## src/rtl/hazard_stall_unit.sv

```systemverilog
// Operand-side issue control for the non-forwarding RV32I pipeline: tracks in-flight
// destination registers and holds the ID instruction until its sources are written back.
module hazard_stall_unit #(
   parameter int HAZ_DEPTH = 3,
   parameter int CNT_W     = 32
) (
   input  logic             clk_i,
   input  logic             rst_ni,
   input  logic             id_valid_i,
   input  logic [4:0]       id_rs1_addr_i,
   input  logic [4:0]       id_rs2_addr_i,
   input  logic             id_rs1_used_i,
   input  logic             id_rs2_used_i,
   input  logic [4:0]       id_rd_addr_i,
   input  logic             id_rd_wren_i,
   input  logic             flush_i,
   output logic             stall_o,
   output logic             bubble_o,
   output logic [31:0]      busy_mask_o,
   output logic [CNT_W-1:0] stall_cnt_o
);

   // Scoreboard: index k is the stage k+1 after ID (0 = EX ... HAZ_DEPTH-1 = WB).
   logic [HAZ_DEPTH-1:0] vld_p;
   logic [4:0]           rd_p [HAZ_DEPTH];

   logic        rs1_match;
   logic        rs2_match;
   logic        rs1_hit;
   logic        rs2_hit;
   logic        stall;
   logic        ent0_vld;
   logic [31:0] busy_mask;

   function automatic logic [CNT_W-1:0] sat_inc(input logic [CNT_W-1:0] v);
      if (&v) begin
         return v;
      end
      return v + {{(CNT_W-1){1'b0}}, 1'b1};
   endfunction

   // Hazard detection against every tracked stage, WB included: the register file
   // write in WB is not visible to a same-cycle ID read.
   always_comb begin
      rs1_match = 1'b0;
      rs2_match = 1'b0;
      busy_mask = '0;
      for (int k = 0; k < HAZ_DEPTH; k++) begin
         if (vld_p[k]) begin
            busy_mask[rd_p[k]] = 1'b1;
            if (rd_p[k] == id_rs1_addr_i) begin
               rs1_match = 1'b1;
            end
            if (rd_p[k] == id_rs2_addr_i) begin
               rs2_match = 1'b1;
            end
         end
      end
      busy_mask[0] = 1'b0;
   end

   assign rs1_hit  = id_rs1_used_i & (id_rs1_addr_i != 5'd0) & rs1_match;
   assign rs2_hit  = id_rs2_used_i & (id_rs2_addr_i != 5'd0) & rs2_match;
   assign stall    = id_valid_i & ~flush_i & (rs1_hit | rs2_hit);
   assign ent0_vld = id_valid_i & id_rd_wren_i & (id_rd_addr_i != 5'd0) & ~stall & ~flush_i;

   assign stall_o     = stall;
   assign bubble_o    = stall | flush_i;
   assign busy_mask_o = busy_mask;

   // Stage boundary: ID -> EX entry, then shift toward WB; the WB entry falls off.
   always_ff @(posedge clk_i or negedge rst_ni) begin
      if (!rst_ni) begin
         vld_p       <= '0;
         stall_cnt_o <= '0;
      end else begin
         vld_p[0] <= ent0_vld;
         for (int k = 1; k < HAZ_DEPTH; k++) begin
            vld_p[k] <= vld_p[k-1];
         end
         if (stall) begin
            stall_cnt_o <= sat_inc(stall_cnt_o);
         end
      end
   end

   always_ff @(posedge clk_i) begin
      rd_p[0] <= id_rd_addr_i;
      for (int k = 1; k < HAZ_DEPTH; k++) begin
         rd_p[k] <= rd_p[k-1];
      end
   end

endmodule

```

## config.mk

```make
export PLATFORM = sky130hd
export DESIGN_NAME = hazard_stall_unit
export DESIGN_NICKNAME = d
export VERILOG_FILES = /design/src/rtl/hazard_stall_unit.sv
export SDC_FILE = /design/constraint.sdc
export NUM_CORES = 1
export LEC_CHECK = 0
export BUFFER_PORTS_ARGS = -buffer_cell sky130_fd_sc_hd__buf_2
export CAP_MARGIN = 20
export CELL_PAD_IN_SITES_DETAIL_PLACEMENT = 0
export CELL_PAD_IN_SITES_GLOBAL_PLACEMENT = 1
export CORE_MARGIN = 4
export CORE_UTILIZATION = 40
export CTS_CLUSTER_SIZE = 28
export DETAILED_ROUTE_END_ITERATION = 10
export PLACE_DENSITY = 0.89
export SLEW_MARGIN = 25
export SYNTH_ARGS = -nofsm -noshare
export SYNTH_HDL_FRONTEND = slang
export SYNTH_SLANG_ARGS = --single-unit
```

## constraint.sdc

```tcl
create_clock -name clk_i -period 2.6 [get_ports clk_i]
set_clock_uncertainty 0.05 [all_clocks]
set_input_delay 0.13 -clock clk_i [delete_from_list [all_inputs] [get_ports clk_i]]
set_output_delay 0.13 -clock clk_i [all_outputs]
set_load 0.01 [all_outputs]
```

Word level (Yosys, flattened, before mapping)
Memory sizes are Yosys's and may differ from the RTL's.
Cells that the tools add are included.
{"block": "word_totals", "out_inout_bits": 66, "ramBits": 15, "wordCells": 65, "register_bits": 35, "mem_count": 1, "inputBits": 22}
{"block": "classes", "n_reduce_logical": 8, "bitwise_logic": 16, "add_sub_neg": 1, "magnitude_cmp": 6, "n_eq_ne": 7, "n_mux": 24}
{"name": "rd_p", "words": 3, "width": 5, "read_ports": 3, "rd_ports_with_merged_regs": 0, "write_ports": 3, "line_no": "25", "text": "logic [4:0] rd_p [HAZ_DEPTH];"}
{"operator": "2-to-1 mux 32 bit", "count": 4}
{"operator": "OR 32 bit", "count": 2}
{"operator": "adder 32 x 1 -> 32 bit, second input constant", "count": 1}
{"operator": "AND reduction 32 bit", "count": 1}
{"operator": "== test 5 bit", "count": 6}
{"operator": "< comparator 5 x 6 -> 1 bit, second input constant", "count": 3}
{"operator": "2-to-1 mux 1 bit", "count": 17}
{"operator": "demux 1 bit (select 5 bit)", "count": 3}
{"operator": ">= comparator 5 x 1 -> 1 bit, second input constant", "count": 3}
{"operator": "nonzero test 5 bit", "count": 3}
{"operator": "bitwise AND 1 bit", "count": 10}
{"operator": "logical AND 1 bit", "count": 3}
{"operator": "inequality test 2 bit, second input constant", "count": 1}
{"operator": "NOT 1 bit", "count": 2}
{"operator": "OR 1 bit", "count": 2}
{"operator": "AND reduction 2 bit", "count": 1}

Longest topological paths before layout
An unclocked memory read counts as a cell.
{"block": "depth", "ltp_word": 14, "depth_mapped": 8, "depth_no_buf": 7}

Worst setup path before layout
OpenSTA, ideal clock, no wires.
{"block": "synth_path", "path_type": "register to register", "from": "register stall_cnt_o[0]", "to": "register stall_cnt_o[1]", "setup_time_ps": 125, "period_less_slack_ps": 2243, "path_buffers": 2, "path_stages_with_launch": 9, "arrival_ps": 2068, "required_ps": 2425, "slack_ps": 357, "path_cell_list": "dfrtp_1 ha_1 and4_1 nor2b_1 clkbuf_1 a41o_4 buf_8 a21oi_2 mux2_4"}
{"block": "synth_between", "elab_chain_len": 5, "elab_cells_between_ends": 7, "classes_between": "1 x add/sub; 1 x eq/ne; 3 x mux; 2 x reduce/logical"}
{"item": "from (decl)", "line_no": "20", "text": "output logic [CNT_W-1:0] stall_cnt_o"}
{"item": "from (signal assigned)", "line_no": "82", "text": "stall_cnt_o <= sat_inc(stall_cnt_o);"}
{"item": "branches (longest 5 deep; another with adder 32 x 1 -> 32 bit)"}
Parallel ways; which one is timed is not known. The select of a mux whose other input is x is not followed.
A chain may end at the register's enable or synchronous reset.

==> qor.yml <==
crit_path_frequent_cell: "xor2_1"
drcViolationCount: 0
reg2reg_depth: 7
final_net_count: 501
antenna_found_initial: 1
tritoncts: "yes"
via_per_inst: 5.65
cp_cell_sequence: "xor2_1 > nor4_1 > nand3_1 > a31o_2 > buf_4 > a2111oi_2 > xor2_1"
syn_to_final_growth_pct: 21.1
dpl.hpwl_mm: 7.48
ant_nets: 0
rr_startpoint: "rd_p[0][8]"
cts_sinks: 50
drtIter0Drc: 260
fin_cells: 584
wl_per_cell_um: 17.0
min_path_type: "primary input to flop"
die_h_um: 101
status: "completed"
p_leak_uw: 0.00216
path_max_fanout: 14
fin_util_pct: 50.6
antennaDiodeCount: 0
worst_slew_pin_slew_ps: 817
htreeDepth: 2
clockBufferDepth: 2
worstPathRequired_ps: 2770
grt_pass1_wl_mm: 16.2
dr.pass1.iters: 7
setup_viol: 0
synth_async_sr_flop_share_pct: 70.0
grt_pass1_vias: 3230
synth_seq_cells: 50
place_congestion: 0.978
cts_root_buffer: "clkbuf_8"
setup_tns_ps: 0
yosysMostFrequentCell: "nand2_1"
clock_latency_ps: 300
drive_gt1_share_pct: 29.0
syn_nets: 408
num_vias: 3301
io_pins: 88
grt_usage_pct: 19.6
synth_area_sq_um: 3480
period_minus_slack_ps: 2350
post_cts_buffers: 0
port_buffers: 86
setup.worst_path.end_class: "flop"
synth_ff_type: "dfrtp_1"
crit_slowest_cell: "dfxtp_1"
pre_cts_slack_ps: 262
worst_slack_ps: 251
synth_top_cells_by_count: "nand2_1, xor2_1, dfrtp_1"
hold_viol_final: 0
peakVddDrop_v: 0.000382
grt-ovfl-total: 0
post-route-period-util_pct: 90.3
reg2reg_slack_ps: 250
crit_type: "flop to flop"
cts_made_buffers: 5
crit_arrival_ps: 2520
synth_area_leaders: "dfrtp_1, xor2_1, dfxtp_1, nand2_1, a22oi_1"
synth_edf_count: 0
slew_headroom_pct: 45.5
rows: 33
maxCapViolCount: 0
dieArea_sq_um: 10300
crit_end: "stall_cnt_o[9]"
slew_violations: 0
synth_cell_types: 47
synth_top_area_share_pct: 25.2
clk_pin_slew_ps: 90
initial_core_util_pct: 41.7
synth_top_cell_by_area: "dfrtp_1"
drt_wl_total_mm: 9.90
grt_max_degree: 36
die_w_um: 101
core_sq_um: 8340
crit_path_start_kind: "flop"
synth_area_per_cell_sq_um: 9.04
power.density_nw_per_um2: 370
dp_cells: 570
critPathMaxStageDelay_ps: 630
fmax_mhz: 426
r2r-end: "stall_cnt_o[9]"
ys_seq_area_share_pct: 33.8
ys_warn_count: 0
critical_path.startpoint: "rd_p[0][8]"
synthCells: 385
rsz0062_at_grt: "no"
-- area by class of cell --
cell class	instances	area [sq um]
Fill cell	810	4120
Multi-Input combinational cell	300	2100
Sequential cell	50	1180
Timing Repair Buffer	115	676
Tap cell	105	131
Clock buffer	7	76.3
Clock inverter	1	30.0
Inverter	6	22.5
-- layer usage --
layer  vias up  GRT usage, %  share of wire [%]  wire, um
li1       1566             -                  -         -
met1      1589          27.4                 44      4390
met2       127          30.5                 47      4670
met3        17          3.10                6.5       642
met4         2          7.46                2.0       196
met5         -             0              0.071         7
-- layout by cell type (no fill, tap or decap), drive strengths merged --
master | Yosys | routed
buf | 16 | 109
nor2 | 11 | 11
nand3 | 18 | 18
ha | 1 | 1
or3 | 1 | 1
and3b | 9 | 9
nor2b | 1 | 1
xnor2 | 7 | 7
nand2b | 2 | 2
dfxtp | 15 | 15
bufinv | 0 | 1
inv | 6 | 6
or4 | 3 | 3
or2 | 1 | 1
a41o | 1 | 1
conb | 1 | 1
and4 | 3 | 3
clkbuf | 13 | 7
dfrtp | 35 | 35
nand2 | 81 | 81
a21oi | 2 | 2
nor4 | 8 | 8
nand4 | 4 | 4
a31oi | 1 | 1
and3 | 8 | 8
a31o | 2 | 2
a211oi | 12 | 12
a22oi | 29 | 29
xor2 | 53 | 53
nor4b | 1 | 1
a222oi | 2 | 2
nor3b | 12 | 12
dlygate4sd3 | 0 | 6
o21ai | 2 | 2
a2111oi | 18 | 18
mux2 | 1 | 1
mux2i | 1 | 1
a21o | 1 | 1
nor3 | 3 | 3
-- state kept, by name (all words and copies together) (netlist names) --
signal       count
vld_p            3
rd_p            15
stall_cnt_o     32
-- through the flow --
| step | cell area [sq um] | hold slack [ps] | power [uW] |
|---|---|---|---|
| after floorplan | 3480 | -216 | 944 |
| after global placement | 4050 | 193 | 1020 |
| after detailed placement | 4050 | 196 | 1030 |
| after CTS | 4220 | 45.2 | 1570 |
| after global routing | 4220 | 47.1 | 1640 |
| final | 4220 | 57.5 | 1560 |
-- power by group --
group / switching, uW / total (uW) / internal [uW] / leakage [uW]
clock: 252 / 540 / 288 / 0.0000524
combinational: 115 / 198 / 82.5 / 0.00150
sequential: 29.5 / 821 / 792 / 0.000603
total: 396 / 1560 / 1160 / 0.00216
-- worst min-delay path by stage --
stage,to,start,depth (start not counted)
floorplan,stall_cnt_o[0],rst_ni,0
global placement,stall_cnt_o[24],rst_ni,1
detailed placement,stall_cnt_o[24],rst_ni,1
CTS,vld_p[0],id_rd_wren_i,2
global route,vld_p[0],id_rd_wren_i,2
finish,vld_p[0],id_rd_wren_i,2
-- cells by family after synthesis --
| family | synth area share [%] |
|---|---|
| multiplexers | 0.719 |
| flip-flops | 33.8 |
| buffers and inverters | 5.75 |
| other | 0.108 |
| XOR/XNOR | 15.1 |
| AO/OA/AOI/OAI | 19.7 |
| adder cells (fa/ha/maj) | 0.359 |
| AND/OR/NAND/NOR | 24.4 |
-- worst max-delay path: cells and delay by family (launching register included) --
kind / cells / cell delay (ps)
simple gates: 2 / 310
flops: 1 / 630
xor+xnor: 2 / 310
compound gates: 2 / 700
buf+inv: 1 / 250
-- timing repair --
| action | CTS | global route |
|---|---|---|
| hold buffers | 6 | 0 |
| resized for setup | 0 | 0 |
| endpoints found under the hold margin | 40 | 0 |
Note: power is estimated with default switching activity, not from simulation.
